==> config.mk <==
export PLATFORM = sky130hd
export DESIGN_NAME = pwm_multi_ch_sched_flat
export DESIGN_NICKNAME = d
export VERILOG_FILES = /design/src/rtl/pwm_multi_ch_sched_if.sv /design/src/rtl/pwm_multi_ch_sched.sv /design/src/flat_wrapper.sv
export SDC_FILE = /design/constraint.sdc
export NUM_CORES = 1
export LEC_CHECK = 0
export BUFFER_PORTS_ARGS = -buffer_cell sky130_fd_sc_hd__buf_2
export CORE_ASPECT_RATIO = 0.8
export CORE_MARGIN = 5
export CORE_UTILIZATION = 60
export CTS_CLUSTER_DIAMETER = 120
export DETAILED_ROUTE_END_ITERATION = 10
export PLACE_DENSITY = 0.87
export SLEW_MARGIN = 20
export SYNTH_ARGS = -nofsm -noshare
export SYNTH_HDL_FRONTEND = slang
export SYNTH_SLANG_ARGS = --single-unit
==> constraint.sdc <==
create_clock -name clk_in -period 6.05 [get_ports clk_in]
set_clock_uncertainty 0.1 [all_clocks]
set_input_delay 1.21 -clock clk_in [delete_from_list [all_inputs] [get_ports clk_in]]
set_output_delay 1.21 -clock clk_in [all_outputs]
set_load 0.02 [all_outputs]
==> src/rtl/pwm_multi_ch_sched_if.sv <==
// Duty-update port of the multi-channel PWM scheduler: one channel/duty pair per
// valid/ready transfer.
interface pwm_multi_ch_sched_if #(
    parameter int NUM_CH = 4,
    parameter int CNT_W  = 12
);
    localparam int CH_W = (NUM_CH > 1) ? $clog2(NUM_CH) : 1;

    logic             cfg_valid;
    logic             cfg_ready;
    logic [CH_W-1:0]  cfg_ch;
    logic [CNT_W-1:0] cfg_duty;

    modport master (output cfg_valid, output cfg_ch, output cfg_duty, input cfg_ready);
    modport slave  (input cfg_valid, input cfg_ch, input cfg_duty, output cfg_ready);
endinterface

==> src/rtl/pwm_multi_ch_sched.sv <==
// Multi-channel PWM scheduler: shared prescaler and period counter, shadowed duty
// updates committed at period wrap. Optional duty ramping with `define PWM_RAMP_EN.
module pwm_multi_ch_sched #(
    parameter int NUM_CH    = 4,
    parameter int CNT_W     = 12,
    parameter int PRESCALE  = 606,
    parameter int PERIOD    = 1000,
    parameter int RAMP_STEP = 8
) (
    input  logic                  clk_in,
    input  logic                  rst,
    input  logic                  enable,
    pwm_multi_ch_sched_if.slave   cfg,
    output logic [NUM_CH-1:0]     pwm_out,
    output logic                  period_start,
    output logic                  busy
);
    localparam int CH_W = (NUM_CH > 1) ? $clog2(NUM_CH) : 1;
    localparam int PS_W = (PRESCALE > 1) ? $clog2(PRESCALE) : 1;

    localparam logic [1:0] IDLE = 2'd0;
    localparam logic [1:0] RUN  = 2'd1;
    localparam logic [1:0] STOP = 2'd2;

    localparam logic [PS_W-1:0]  PS_LAST  = PS_W'(PRESCALE - 1);
    localparam logic [CNT_W-1:0] PER_LAST = CNT_W'(PERIOD - 1);
    localparam logic [CNT_W-1:0] PER_MAX  = CNT_W'(PERIOD);

    logic [1:0]       state_reg, state_next;
    logic [PS_W-1:0]  presc_cnt_reg;
    logic [CNT_W-1:0] period_cnt_reg;
    logic [CNT_W-1:0] duty_act_reg [NUM_CH];
    logic [CNT_W-1:0] shadow_reg   [NUM_CH];
    logic [CNT_W-1:0] commit_next  [NUM_CH];
    logic [NUM_CH-1:0] pending_reg;
    logic [NUM_CH-1:0] accept;
    logic [CNT_W-1:0] duty_sat;
    logic             running, tick, wrap;

    assign running  = (state_reg != IDLE);
    assign tick     = running && (presc_cnt_reg == PS_LAST);
    assign wrap     = tick && (period_cnt_reg == PER_LAST);
    assign busy     = running;
    assign duty_sat = (cfg.cfg_duty > PER_MAX) ? PER_MAX : cfg.cfg_duty;

    // Out-of-range channel numbers match no entry and are always accepted, then dropped.
    always_comb begin
        cfg.cfg_ready = 1'b1;
        for (int i = 0; i < NUM_CH; i++) begin
            if (cfg.cfg_ch == CH_W'(i)) begin
                cfg.cfg_ready = !pending_reg[i];
            end
        end
    end

    genvar gi;
    generate
        for (gi = 0; gi < NUM_CH; gi++) begin : g_ch
            assign accept[gi] = cfg.cfg_valid && (cfg.cfg_ch == CH_W'(gi)) && !pending_reg[gi];
`ifdef PWM_RAMP_EN
            localparam logic [CNT_W-1:0] RAMP_W = CNT_W'(RAMP_STEP);
            logic             up;
            logic [CNT_W-1:0] diff, step;
            assign up   = (shadow_reg[gi] >= duty_act_reg[gi]);
            assign diff = up ? (shadow_reg[gi] - duty_act_reg[gi]) : (duty_act_reg[gi] - shadow_reg[gi]);
            assign step = (diff > RAMP_W) ? RAMP_W : diff;
            assign commit_next[gi] = up ? (duty_act_reg[gi] + step) : (duty_act_reg[gi] - step);
`else
            assign commit_next[gi] = shadow_reg[gi];
`endif
        end
    endgenerate

`ifndef PWM_RAMP_EN
    // Ramp step only matters when ramping is built in.
    logic unused_ramp_step;
    assign unused_ramp_step = ^CNT_W'(RAMP_STEP);
`endif

    always_comb begin
        state_next = state_reg;
        case (state_reg)
            IDLE:    if (enable) state_next = RUN;
            RUN:     if (!enable) state_next = STOP;
            STOP: begin
                if (enable)    state_next = RUN;
                else if (wrap) state_next = IDLE;
            end
            default: state_next = IDLE;
        endcase
    end

    always_ff @(posedge clk_in or posedge rst) begin
        if (rst) begin
            state_reg      <= IDLE;
            presc_cnt_reg  <= '0;
            period_cnt_reg <= '0;
            period_start   <= 1'b0;
        end else begin
            state_reg    <= state_next;
            period_start <= ((state_reg == IDLE) && enable) || wrap;
            if (!running) begin
                presc_cnt_reg  <= '0;
                period_cnt_reg <= '0;
            end else begin
                presc_cnt_reg <= tick ? '0 : presc_cnt_reg + 1'b1;
                if (wrap)      period_cnt_reg <= '0;
                else if (tick) period_cnt_reg <= period_cnt_reg + 1'b1;
            end
        end
    end

    // A channel is never both pending and acceptable, so commit and accept cannot collide.
    always_ff @(posedge clk_in or posedge rst) begin
        if (rst) begin
            pending_reg <= '0;
            pwm_out     <= '0;
            for (int i = 0; i < NUM_CH; i++) begin
                duty_act_reg[i] <= '0;
                shadow_reg[i]   <= '0;
            end
        end else begin
            for (int i = 0; i < NUM_CH; i++) begin
                pwm_out[i] <= running && (period_cnt_reg < duty_act_reg[i]);
                if (wrap && pending_reg[i]) begin
                    duty_act_reg[i] <= commit_next[i];
                    pending_reg[i]  <= (commit_next[i] != shadow_reg[i]);
                end else if (accept[i]) begin
                    shadow_reg[i]  <= duty_sat;
                    pending_reg[i] <= 1'b1;
                end
            end
        end
    end
endmodule
==> src/flat_wrapper.sv <==
// flat-port wrapper written by rule: the top's interface ports become plain ports
module pwm_multi_ch_sched_flat 
#(
    parameter int NUM_CH    = 4,
    parameter int CNT_W     = 12,
    parameter int PRESCALE  = 606,
    parameter int PERIOD    = 1000,
    parameter int RAMP_STEP = 8
)
  (clk_in, rst, enable, pwm_out, period_start, busy, cfg_cfg_valid, cfg_cfg_ch, cfg_cfg_duty, cfg_cfg_ready);
  pwm_multi_ch_sched_if #(.NUM_CH(NUM_CH), .CNT_W(CNT_W)) cfg_i ();
  input  logic clk_in;
  input  logic rst;
  input  logic enable;
  output logic [NUM_CH-1:0] pwm_out;
  output logic period_start;
  output logic busy;
  input wire logic [$bits(cfg_i.cfg_valid)-1:0] cfg_cfg_valid;
  input wire logic [$bits(cfg_i.cfg_ch)-1:0] cfg_cfg_ch;
  input wire logic [$bits(cfg_i.cfg_duty)-1:0] cfg_cfg_duty;
  output wire logic [$bits(cfg_i.cfg_ready)-1:0] cfg_cfg_ready;
  assign cfg_i.cfg_valid = cfg_cfg_valid;
  assign cfg_i.cfg_ch = cfg_cfg_ch;
  assign cfg_i.cfg_duty = cfg_cfg_duty;
  assign cfg_cfg_ready = cfg_i.cfg_ready;
  pwm_multi_ch_sched #(.NUM_CH(NUM_CH), .CNT_W(CNT_W), .PRESCALE(PRESCALE), .PERIOD(PERIOD), .RAMP_STEP(RAMP_STEP)) u_core (.clk_in(clk_in), .rst(rst), .enable(enable), .cfg(cfg_i), .pwm_out(pwm_out), .period_start(period_start), .busy(busy));
endmodule
==> results of run 1 <==
==> worst min path at each step <==
stage          slack, ns  cells past startpoint                   start                      to
2_1_floorplan       0.35                      2  u_core.commit_next[13]  u_core.commit_next[13]
3_3_place_gp        0.36                      2   u_core.commit_next[4]   u_core.commit_next[4]
3_5_place_dp        0.37                      1  u_core.commit_next[10]  u_core.commit_next[10]
4_1_cts             0.38                      2  u_core.commit_next[36]  u_core.commit_next[36]
5_1_grt             0.41                      2  u_core.commit_next[40]  u_core.commit_next[40]
6_report            0.38                      2  u_core.commit_next[36]  u_core.commit_next[36]
==> layout make-up <==
cell class / count / share of cell area [%]
repair buffers: 29 / 2.12
well taps: 144 / 2.42
inverters: 50 / 2.56
flip-flops and latches: 129 / 43.4
multi-input cells: 421 / 41.6
clock buffers: 22 / 6.11
clock inverters: 10 / 1.82
==> layer usage <==
layer	wire, um	up-vias
li1	-	2202
met1	6810	2462
met2	7950	204
met3	1160	50
met4	542	0
met5	0	-
==> cell families after synthesis <==
group           count (synthesis)  synth area share [%]
compound gates                108                  10.9
fa+ha+maj                      47                  8.92
flops                         129                  49.0
buf+inv                        69                  4.44
xor+xnor                        7                 0.930
mux                            50                  10.2
simple gates                  209                  15.6
==> per-stage QoR <==
stage / worst slack, ns / cell area (um^2) / power (uW) / hold slack (ns)
final: 2.72 / 7440 / 2200 / 0.380
after global routing: 2.66 / 7440 / 2280 / 0.413
after detailed placement: 2.71 / 6850 / 1180 / 0.370
after CTS: 2.71 / 7430 / 2210 / 0.384
after floorplan: 1.30 / 6590 / 1110 / 0.346
after global placement: 2.71 / 6850 / 1160 / 0.363
==> worst max-delay path, cell delays in order <==
cell,delay [ns]
sky130_fd_sc_hd__buf_2,0.16
sky130_fd_sc_hd__mux2_2,0.35
sky130_fd_sc_hd__o21ai_0,0.12
sky130_fd_sc_hd__buf_2,0.18
==> cells in the final DEF, fill, tap and decap left out, drive strengths merged, types with 3 or more instances in the layout <==
cell,n
a21o,15
o21ai,25
ha,47
nand4,9
a221oi,3
xnor2,3
a21oi,32
o211a,3
xor2,4
and2,8
nor2b,10
nand3,19
o22a,4
clkbuf,22
buf,29
bufinv,3
a211oi,5
mux2,50
inv,50
or3,5
clkinv,6
nor3b,3
nor3,13
nor4,5
nand2b,4
dfrtp,129
o21a,3
nor2,73
nand2,51
==> where the power goes <==
group	total, uW	switching (uW)	leakage, uW	internal [uW]
Sequential	1000	60.9	0.00170	942
Clock	1030	376	0.000288	657
Combinational	166	105	0.00160	60.9
Total	2200	542	0.00358	1660
==> parameters.txt, run 1 <==
Parameter                              Value

Synthesis
  Post-Syn Nets ... 684
  Avg Synthesized Cell Area ... 10.7 um^2
  Synth top area cells ... sky130_fd_sc_hd__dfrtp_1 49%, sky130_fd_sc_hd__ha_1 8.9%, sky130_fd_sc_hd__mux2_4 6.8%
  Portion of the post-synthesis area used by sequential elements ... 49.0%
  Number of synthesized register bits ... 129
  Portion of synthesized cell area occupied by the leading cell type ... 49.0%
  Commonest cells in the netlist ... 129 x sky130_fd_sc_hd__dfrtp_1, 73 x sky130_fd_sc_hd__nor2_1, 51 x sky130_fd_sc_hd__nand2_1, 50 x sky130_fd_sc_hd__inv_1, 47 x sky130_fd_sc_hd__ha_1
  Yosys synthesis warning count ... 0
  Distinct cell type count after synthesis ... 52
  Library cell with the largest summed area after synthesis ... sky130_fd_sc_hd__dfrtp_1
  Netlist area before placement ... 6590 um^2
  Most common flop cell mapped by yosys ... sky130_fd_sc_hd__dfrtp_1
  Synth async-reset ratio ... 100%
  Cell with the most instances after synthesis ... sky130_fd_sc_hd__dfrtp_1
  Post-synth EDFFs ... 0
  Cell count after synthesis ... 619

Die
  Vertical extent of the die ... 104 um
  Number of top-level pins ... 25
  Horiz. Die Dim ... 127 um
  Number of placement rows ... 34
  Die area ... 13200 um^2
  Core Box Area ... 10800 um^2
  Initial Util ... 61.0%

Global routing
  Global routing's busiest layer ... met2
  Wire length of the first global-routing pass ... 27200 um
  Met1 Track Usage GR ... 34.3%
  Combined global-route utilization of all metal layers ... 26.3%
  Initial antenna violation count ... 0
  Met2 usage in global routing ... 42.6%
  Met3 layer usage reported by global route ... 6.33%
  Total overflow reported by the global router ... 0
  Maximum number of pins on one net before global-route repair ... 78
  Number of global-route vias before repair ... 5288

Worst setup path
  Endpoint type of the worst setup path ... primary output
  Maximum fanout count along the critical path ... 8
  End point of the critical path ... cfg_cfg_ready
  R2R depth ... 5
  Critical path class ... input port to primary output
  Origin of the critical flop-to-flop path ... u_core.period_cnt_reg[1]
  Kind of start point of the critical path ... input port
  Worst R2R End ... u_core.duty_act_reg[40]
  Data arrival, critical path ... 2.02 ns
  R2R Setup Slk ... 3.02 ns
  Required time reported for the critical path endpoint ... 4.74 ns
  Critical Path Source ... cfg_cfg_ch[0]

Clock network
  Clock insertion delay at the later pin of the skew report ... 0.41 ns
  Post-cts resize count ... 0
  Total CTS buffers ... 17
  TritonCTS sink count ... 129
  Root cell of the clock tree ... sky130_fd_sc_hd__clkbuf_16
  TritonCTS clock tree ... done
  Max Root-Sink Buffers ... 2
  Post-CTS Setup Bufs ... 0
  Clock-pin slew of the registers on the worst-case setup and hold paths ... 0.06 ns
  Count of hold-fix buffers inserted at cts ... 0
  Max H-tree Level ... 4

Cells and area
  Fraction of layout cells with a size suffix above 1 ... 18.9%
  Share of the core filled with cells in the final layout ... 68.8%
  Register area ... 3230 um^2
  Footprint of the multi-input gates ... 3090 um^2
  Area overhead of the layout relative to synthesis ... 12.8%
  Filler cell count ... 818
  Post-route non-filler standard cell count ... 805
  Diodes inserted ... 0
  Net count, final ... 713

Status
  Status ... completed

Timing
  Setup total negative slack ... 0 ns
  Final number of max-transition violations ... 0
  Max Clk Rate ... 0.300 GHz
  # setup viols final ... 0
  Measured slew at the worst slew-check pin ... 1.02 ns
  Max transition margin ... 31.6%
  Time the worst path needs with I/O delays and setup ... 3.33 ns
  Post-route clock period utilization ... 55.1%
  Final hold violation count ... 0
  Setup repair after global routing missed its margin ... no

Route
  Total DRC errors in the routed layout ... 0
  Routed len/inst ... 20.5 um
  Total via count after detailed routing ... 4918
  Post-DRT Antenna Nets ... 0
  Total wirelength of the detailed-routed design ... 16500 um
  Number of violations reported at the end of detailed-routing iteration 0 ... 533
  Vias per Instance ... 6.11
  Number of search-and-repair iterations in the first detailed-routing pass ... 5

Power
  Leak pwr ... 0.00358 uW
  Peak supply drop ... 0.198 mV
  Power per standard cell area ... 296 nW/um^2

Placed design
  Cell Count Post-Placement ... 773
  Number of port buffers ... 24
  Final HPWL DP ... 10900 um
  Routability congestion estimate ... 0.860

Hold path
  Hold Path Class ... register to register

Job
  Max-capacitance violation count ... 0
Note: power is estimated with default switching activity, not from simulation.
==> run 2, diff against run 1 <==
--- a/config.mk
+++ b/config.mk
@@ -5,6 +5,7 @@
 export SDC_FILE = /design/constraint.sdc
 export NUM_CORES = 1
 export LEC_CHECK = 0
+export ABC_AREA = 1
 export BUFFER_PORTS_ARGS = -buffer_cell sky130_fd_sc_hd__buf_2
 export CORE_ASPECT_RATIO = 0.8
 export CORE_MARGIN = 5
==> constraint.sdc (replaced) <==
create_clock -name clk_in -period 3.2 [get_ports clk_in]
set_clock_uncertainty 0.1 [all_clocks]
set_input_delay 0.64 -clock clk_in [delete_from_list [all_inputs] [get_ports clk_in]]
set_output_delay 0.64 -clock clk_in [all_outputs]
set_load 0.02 [all_outputs]
==> run 2 against run 1 <==
Net effect:
- combinational power up 72%
- highest routed layer unchanged
- register-to-register slack worse by 2.0 ns
- non-clock buffer count rose by 2
- largest cell class unchanged
- flip-flop and latch count unchanged
- routed wire length grew 1.3%
- die area rose by 2.4%
- via count grew 16%
- global-route usage about the same
- critical path type is now register to primary output
- worst setup slack got worse by 2.2 ns
- first-iteration DRC count increased by 10%
- worst hold slack worse by 0.23 ns
==> parameters.txt, run 2 <==
Parameter                              Value

Synthesis
  Post-Synth Simple-Gate Area ... 30.3% (+15 points)
  Distinct cell type count after synthesis ... 33 (-37%)
  XOR/XNOR share of the synthesized area ... 0.776% (-0.15 points)
  Avg Synthesized Cell Area ... 8.16 um^2 (-23%)
  Portion of the post-synthesis area used by sequential elements ... 47.7% (-1.3 points)
  Synth Area in Compound Gates ... 4.88% (-6.0 points)
  Post-synth EDFFs ... 0 (unchanged)
  Synth async-reset ratio ... 100% (unchanged)
  Post-Syn Nets ... 894 (+31%)
  Synthesized-area fraction occupied by adder cells ... 8.69% (-0.23 points)
  Most common flop cell mapped by yosys ... sky130_fd_sc_hd__dfrtp_1
  Number of synthesized register bits ... 129 (unchanged)
  Synth top area cells ... sky130_fd_sc_hd__dfrtp_1 48%, sky130_fd_sc_hd__nand2_1 16%, sky130_fd_sc_hd__ha_1 8.7%
  Yosys synthesis warning count ... 0 (unchanged)
  Largest family of logic cells by synthesized area ... simple AND/OR/NAND/NOR gates
  Library cell with the largest summed area after synthesis ... sky130_fd_sc_hd__dfrtp_1
  Netlist area before placement ... 6770 um^2 (+2.7%)
  Portion of netlist area occupied by mux cells ... 0.148% (-10 points)
  Commonest cells in the netlist ... 290 x sky130_fd_sc_hd__nand2_1, 129 x sky130_fd_sc_hd__dfrtp_1, 89 x sky130_fd_sc_hd__inv_1, 62 x sky130_fd_sc_hd__nand3_1, 55 x sky130_fd_sc_hd__nor2_1
  Cell count after synthesis ... 829 (+34%)
  Cell with the most instances after synthesis ... sky130_fd_sc_hd__nand2_1
  Portion of synthesized cell area occupied by the leading cell type ... 47.7% (-1.3 points)

Global routing
  Initial antenna violation count ... 0 (unchanged)
  Maximum number of pins on one net before global-route repair ... 72 (-7.7%)
  Number of global-route vias before repair ... 5554 (+5.0%)
  Combined global-route utilization of all metal layers ... 26.2% (-0.046 points)
  Wire length of the first global-routing pass ... 27900 um (+2.8%)
  Total overflow reported by the global router ... 0 (unchanged)

Route
  Vias per Instance ... 5.64 (-7.6%)
  Routed len/inst ... 16.4 um (-20%)
  Number of search-and-repair iterations in the first detailed-routing pass ... 7 (+2)
  Post-DRT Antenna Nets ... 0 (unchanged)
  Total via count after detailed routing ... 5722 (+16%)
  Total DRC errors in the routed layout ... 0 (unchanged)
  Number of violations reported at the end of detailed-routing iteration 0 ... 588 (+10%)
  Total wirelength of the detailed-routed design ... 16700 um (+1.3%)

Cells and area
  Area overhead of the layout relative to synthesis ... 12.5%
  Share of the core filled with cells in the final layout ... 69.4% (+0.56 points)
  Filler cell count ... 838 (+2.4%)
  Commonest cells after routing, fill and taps aside ... 290 x sky130_fd_sc_hd__nand2_1, 129 x sky130_fd_sc_hd__dfrtp_1, 88 x sky130_fd_sc_hd__inv_1
  Fraction of layout cells with a size suffix above 1 ... 12.1% (-6.8 points)
  Footprint of the multi-input gates ... 3030 um^2 (-1.9%)
  Design area ... 7610 um^2 (+2.4%)
  Diodes inserted ... 0 (unchanged)
  Net count, final ... 922 (+29%)
  Register area ... 3230 um^2 (unchanged)
  Most common library cell in the layout ignoring fill and taps ... sky130_fd_sc_hd__nand2_1

Worst setup path
  Data arrival, critical path ... 1.93 ns (-0.09 ns)
  Required time reported for the critical path endpoint ... 2.46 ns (-2.28 ns)
  Highest cell delay on the worst timing path ... 0.75 ns (+0.40 ns)
  Slowest stage cell on the critical path ... sky130_fd_sc_hd__dfrtp_1
  Critical path class ... register to primary output
  Maximum fanout count along the critical path ... 16 (+8)
  Kind of start point of the critical path ... register
  Endpoint type of the worst setup path ... primary output
  Critical path cell sequence ... nor2_1 > o31ai_1 > o21ai_0 > buf_2

Timing
  Max Clk Rate ... 0.374 GHz
  Setup repair after global routing missed its margin ... no
  Final hold violation count ... 0 (unchanged)
  Final number of max-transition violations ... 0 (unchanged)
  Max transition margin ... 57.9% (+26 points)
  Time the worst path needs with I/O delays and setup ... 2.67 ns
  # setup viols final ... 0 (unchanged)
  Measured slew at the worst slew-check pin ... 0.631 ns (-0.389 ns)
  Setup total negative slack ... 0 ns (unchanged)
  Post-route clock period utilization ... 83.5%

Clock network
  Root cell of the clock tree ... sky130_fd_sc_hd__clkbuf_16
  Total CTS buffers ... 17 (unchanged)
  Clock-pin slew of the registers on the worst-case setup and hold paths ... 0.06 ns (about the same)
  Post-cts resize count ... 0 (unchanged)
  TritonCTS clock tree ... done
  TritonCTS sink count ... 129 (unchanged)
  Max Root-Sink Buffers ... 2 (unchanged)
  Count of hold-fix buffers inserted at cts ... 0 (unchanged)
  Max H-tree Level ... 4 (unchanged)
  Post-CTS Setup Bufs ... 0 (unchanged)
  Clock insertion delay at the later pin of the skew report ... 0.43 ns (+0.02 ns)

Die
  Die area ... 13500 um^2 (+2.4%)
  Core Box Area ... 11000 um^2 (+1.6%)
  Vertical extent of the die ... 105 um (+1.2%)
  Number of top-level pins ... 25 (unchanged)
  Number of placement rows ... 34 (unchanged)
  Horiz. Die Dim ... 129 um (+1.2%)
  Initial Util ... 61.7% (+0.65 points)

Placed design
  Cell area reported after detailed placement ... 7010 um^2 (+2.4%)
  Routability congestion estimate ... 0.884 (+2.8%)
  Final HPWL DP ... 11100 um (+2.3%)
  Number of port buffers ... 24 (unchanged)

Job
  Max-capacitance violation count ... 0 (unchanged)

Power
  Clock power frac ... 48.2% (+1.3 points)
  Proportion of power drawn by combinational gates ... 6.9% (-0.6 points)
  Sequential share of power ... 44.9% (-0.6 points)
  Leak pwr ... 0.00388 uW (+8.3%)
  Internal ... 3030 uW (+83%)
  Power per standard cell area ... 545 nW/um^2 (+84%)
  Sw Pwr ... 1120 uW (+110%)
  Peak supply drop ... 0.389 mV (+96%)
  Sw frac ... 26.9% (+2.3 points)

Hold path
  Hold Path Class ... input port to async pin

Status
  Status ... completed
-- run 2: cell types whose count changed after synthesis, sizes merged, moves of 13 or more --
cell / delta
nand2: +242
nand3: +58
mux2: -50
inv: +49
buf: +15
a21o: -14
nor2: -13
-- run 2: per-stage QoR --
stage	worst slack, ns	power [uW]	hold slack (ns)	std cells
floorplan	0.865	2050	0.337	829
global placement	0.835	2150	0.355	982
detailed placement	0.843	2160	0.358	982
CTS	0.578	4150	0.145	1014
global route	0.461	4280	0.175	1014
finish	0.529	4150	0.146	1014
-- run 2: power by group through the flow --
stage                     Clock [uW]  Sequential, uW  Combinational [uW]
final                           2000            1860                 286
after global routing            2080            1870                 325
after CTS                       2010            1860                 287
after detailed placement           0            1880                 281
after global placement             0            1880                 270
after floorplan                    0            1820                 235
-- run 2: area by class of cell --
type / instances / share of cell area, %
Sequential cell: 129 / 42.4
Clock inverter: 14 / 2.22
Tap cell: 144 / 2.37
Inverter: 101 / 5.03
Timing Repair Buffer: 31 / 2.43
Clock buffer: 18 / 5.77
Multi-Input combinational cell: 577 / 39.8
-- run 2: worst paths after layout --
kind                                               start                       to  slack (ns)  cells after the start
worst max-delay path               u_core.pending_reg[2]            cfg_cfg_ready        0.53                      4
worst min-delay path                                 rst   u_core.duty_act_reg[4]        0.15                      2
worst max register to register  u_core.period_cnt_reg[1]  u_core.duty_act_reg[17]        0.98                      8
worst min register to register    u_core.commit_next[46]   u_core.commit_next[46]        0.37                      2
max in group asynchronous                            rst   u_core.commit_next[46]        2.13                      3
min in group clk_in               u_core.commit_next[46]   u_core.commit_next[46]        0.37                      2
-- run 2: worst max-delay path: cells and delay by family (launching register included) --
kind	cells	cell delay [ns]
buf+inv	1	0.21
compound gates	2	0.44
simple gates	1	0.11
flops	1	0.75
-- run 2: cell families after synthesis --
family | Yosys count
flops | 129
compound gates | 64
fa+ha+maj | 47
mux | 1
buf+inv | 123
simple gates | 459
xor+xnor | 6
-- run 2: routing by layer --
metal  global-route usage [%]  wire [um]  vias to the layer above
li1                         -          -                     2703
met1                     37.5       7430                     2738
met2                     40.2       7470                      242
met3                     5.61       1390                       39
met4                     8.17        380                        0
met5                        0          0                        -
==> run 3, diff against run 2 <==
--- a/config.mk
+++ b/config.mk
@@ -5,14 +5,14 @@
 export SDC_FILE = /design/constraint.sdc
 export NUM_CORES = 1
 export LEC_CHECK = 0
-export ABC_AREA = 1
+export ABC_AREA = 0
 export BUFFER_PORTS_ARGS = -buffer_cell sky130_fd_sc_hd__buf_2
 export CORE_ASPECT_RATIO = 0.8
 export CORE_MARGIN = 5
-export CORE_UTILIZATION = 60
+export CORE_UTILIZATION = 56
 export CTS_CLUSTER_DIAMETER = 120
 export DETAILED_ROUTE_END_ITERATION = 10
-export PLACE_DENSITY = 0.87
+export PLACE_DENSITY = 0.85
 export SLEW_MARGIN = 20
 export SYNTH_ARGS = -nofsm -noshare
 export SYNTH_HDL_FRONTEND = slang
==> constraint.sdc (replaced) <==
create_clock -name clk_in -period 2.4 [get_ports clk_in]
set_clock_uncertainty 0.1 [all_clocks]
set_input_delay 0.48 -clock clk_in [delete_from_list [all_inputs] [get_ports clk_in]]
set_output_delay 0.48 -clock clk_in [all_outputs]
set_load 0.02 [all_outputs]
==> run 3 against run 2 <==
Net effect:
- worst setup slack lost 0.43 ns
- final area rose by 0.23%
- cell count down 18%
- critical path depth is 1 higher
- first-iteration DRC count shrank 31%
- highest routed layer unchanged
- sequential share of layout area shrank 0.097 points
- core utilization down 3.1 points
- die area is 4.0% higher
- clock power grew 23%
- register-to-register slack worse by 0.88 ns
- count of clock-buffer cells in the layout increased by 1
- non-clock buffer count grew 22
==> parameters.txt, run 3 (synthesis gave the netlist of run 1 again) <==
Parameter                              Value

Status
  Status ... completed

Worst setup path
  Critical path cell sequence ... or4b_4 > nor4_4 > nand3_2 > buf_4 > mux2_4
  CP top delay family ... simple AND/OR/NAND/NOR gates
  Number of buffers and inverters on the critical path ... 1 (unchanged)
  Maximum fanout count along the critical path ... 12 (-4)
  Highest cell delay on the worst timing path ... 0.59 ns (-0.16 ns)
  Worst R2R End ... u_core.duty_act_reg[27]
  R2R depth ... 5 (-3)
  Origin of the critical flop-to-flop path ... u_core.period_cnt_reg[4]
  Cell count along the critical path ... 5 (+1)
  Data arrival, critical path ... 2.49 ns (+0.56 ns)
  Endpoint type of the worst setup path ... register
  Critical path class ... register to register
  Kind of start point of the critical path ... register
  Slowest stage cell on the critical path ... sky130_fd_sc_hd__or4b_4
  R2R Setup Slk ... 0.10 ns (-0.88 ns)
  Required time reported for the critical path endpoint ... 2.59 ns (+0.13 ns)

Die
  Horiz. Die Dim ... 131 um (+2.0%)
  Die area ... 14100 um^2 (+4.0%)
  Vertical extent of the die ... 107 um (+2.0%)
  Number of top-level pins ... 25 (unchanged)
  Initial Util ... 57.2% (-4.4 points)
  Core Box Area ... 11500 um^2 (+4.9%)
  Number of placement rows ... 35 (+2.9%)

Placed design
  Cell area reported after detailed placement ... 7040 um^2 (+0.46%)
  Number of port buffers ... 24 (unchanged)
  Final HPWL DP ... 11200 um (+0.95%)
  Routability congestion estimate ... 0.940 (+6.3%)

Cells and area
  Most common library cell in the layout ignoring fill and taps ... sky130_fd_sc_hd__dfrtp_1
  Footprint of the multi-input gates ... 3100 um^2 (+2.1%)
  Diodes inserted ... 0 (unchanged)
  Net count, final ... 737 (-20%)
  Share of the core filled with cells in the final layout ... 66.3% (-3.1 points)
  Design area ... 7630 um^2 (+0.23%)
  Fraction of layout cells with a size suffix above 1 ... 21.8% (+9.7 points)
  Area overhead of the layout relative to synthesis ... 15.8%
  Commonest cells after routing, fill and taps aside ... 129 x sky130_fd_sc_hd__dfrtp_1, 73 x sky130_fd_sc_hd__nor2_1, 51 x sky130_fd_sc_hd__nand2_1
  Register area ... 3230 um^2 (unchanged)
  Filler cell count ... 838 (unchanged)

Hold path
  Hold depth ... 3
  Critical hold path startpoint ... enable
  Hold Path Class ... input port to register
  Hold endpoint ... u_core.period_start

Timing
  Setup repair after global routing missed its margin ... no
  Post-route clock period utilization ... 95.8%
  Max Clk Rate ... 0.435 GHz
  Time the worst path needs with I/O delays and setup ... 2.30 ns
  Measured slew at the worst slew-check pin ... 0.808 ns (+0.177 ns)
  Setup total negative slack ... 0 ns (unchanged)
  Final number of max-transition violations ... 0 (unchanged)
  # setup viols final ... 0 (unchanged)
  Max transition margin ... 45.9% (-12 points)
  Final hold violation count ... 0 (unchanged)

Power
  Peak supply drop ... 0.610 mV (+57%)
  Power per standard cell area ... 716 nW/um^2 (+31%)
  Leak pwr ... 0.00370 uW (-4.8%)
  Sequential share of power ... 47.0% (+2.1 points)
  Sw Pwr ... 1450 uW (+30%)
  Proportion of power drawn by combinational gates ... 7.8% (+0.9 points)
  Internal ... 4010 uW (+32%)
  Sw frac ... 26.6% (-0.31 points)
  Clock power frac ... 45.3% (-2.9 points)

Clock network
  TritonCTS clock tree ... done
  Max Root-Sink Buffers ... 2 (unchanged)
  Post-CTS Setup Bufs ... 0 (unchanged)
  Total CTS buffers ... 17 (unchanged)
  Max H-tree Level ... 4 (unchanged)
  Clock-pin slew of the registers on the worst-case setup and hold paths ... 0.06 ns (about the same)
  Root cell of the clock tree ... sky130_fd_sc_hd__clkbuf_16
  TritonCTS sink count ... 129 (unchanged)
  Clock insertion delay at the later pin of the skew report ... 0.41 ns (-0.02 ns)

Route
  Post-DRT Antenna Nets ... 0 (unchanged)
  Number of search-and-repair iterations in the first detailed-routing pass ... 5 (-2)
  Total via count after detailed routing ... 5015 (-12%)
  Number of violations reported at the end of detailed-routing iteration 0 ... 406 (-31%)
  Total DRC errors in the routed layout ... 0 (unchanged)
  Vias per Instance ... 6.02 (+6.7%)
  Routed len/inst ... 19.7 um (+20%)
  Total wirelength of the detailed-routed design ... 16400 um (-1.8%)

Global routing
  Number of global-route vias before repair ... 5211 (-6.2%)
  Combined global-route utilization of all metal layers ... 24.2% (-2.0 points)
  Maximum number of pins on one net before global-route repair ... 58 (-19%)
  Total overflow reported by the global router ... 0 (unchanged)
  Wire length of the first global-routing pass ... 26600 um (-4.8%)
  Initial antenna violation count ... 0 (unchanged)

Job
  Max-capacitance violation count ... 0 (unchanged)
==> run 3: cell type report <==
class                   instances  area share, %
clock buffers                  19           5.80
clock inverters                13           1.62
inverters                      50           2.51
multi-input cells             421           40.6
flip-flops and latches        129           42.3
well taps                     148           2.43
repair buffers                 53           4.79
==> run 3: layer usage <==
| metal | vias up | part of all wire [%] | GRT usage (%) |
|---|---|---|---|
| li1 | 2260 | - | - |
| met1 | 2489 | 43 | 32.4 |
| met2 | 227 | 47 | 38.3 |
| met3 | 39 | 7.2 | 5.63 |
| met4 | 0 | 2.6 | 9.84 |
| met5 | - | 0 | 0 |
==> run 3: how the worst max path moves through the flow <==
stage	startpoint	end
after floorplan	u_core.period_cnt_reg[4]	u_core.duty_act_reg[0]
after global placement	u_core.period_cnt_reg[4]	u_core.duty_act_reg[35]
after detailed placement	u_core.presc_cnt_reg[1]	u_core.period_cnt_reg[3]
after CTS	u_core.presc_cnt_reg[1]	u_core.period_cnt_reg[3]
after global routing	u_core.presc_cnt_reg[1]	u_core.duty_act_reg[46]
final	u_core.period_cnt_reg[4]	u_core.duty_act_reg[27]
==> run 3: timing repair <==
action,in CTS,in global routing
gates resized for setup,0,1
endpoints found under the hold margin,14,0
hold buffers,1,0
endpoints found under the setup margin,0,9
==> run 3: power by group through the flow <==
stage / Clock (uW) / Combinational (uW) / Sequential [uW]
after floorplan: 0 / 282 / 2510
after global placement: 0 / 387 / 2580
after detailed placement: 0 / 410 / 2590
after CTS: 2500 / 425 / 2560
after global routing: 2610 / 480 / 2580
final: 2470 / 423 / 2570
==> run 3: stage by stage <==
stage               setup slack [ns]  power, uW  cells  hold WS (ns)
finish                         0.101       5460    833         0.207
global route                 0.00712       5670    833         0.211
CTS                           0.0362       5480    833         0.193
detailed placement            0.0503       3000    800         0.366
global placement               0.169       2960    800         0.358
floorplan                      0.156       2790    619         0.346
==> run 3: tightest hold or removal path: stages <==
cell and delay (ns):
sky130_fd_sc_hd__buf_2 0.11, sky130_fd_sc_hd__nand2_1 0.05, sky130_fd_sc_hd__nand2_1 0.05
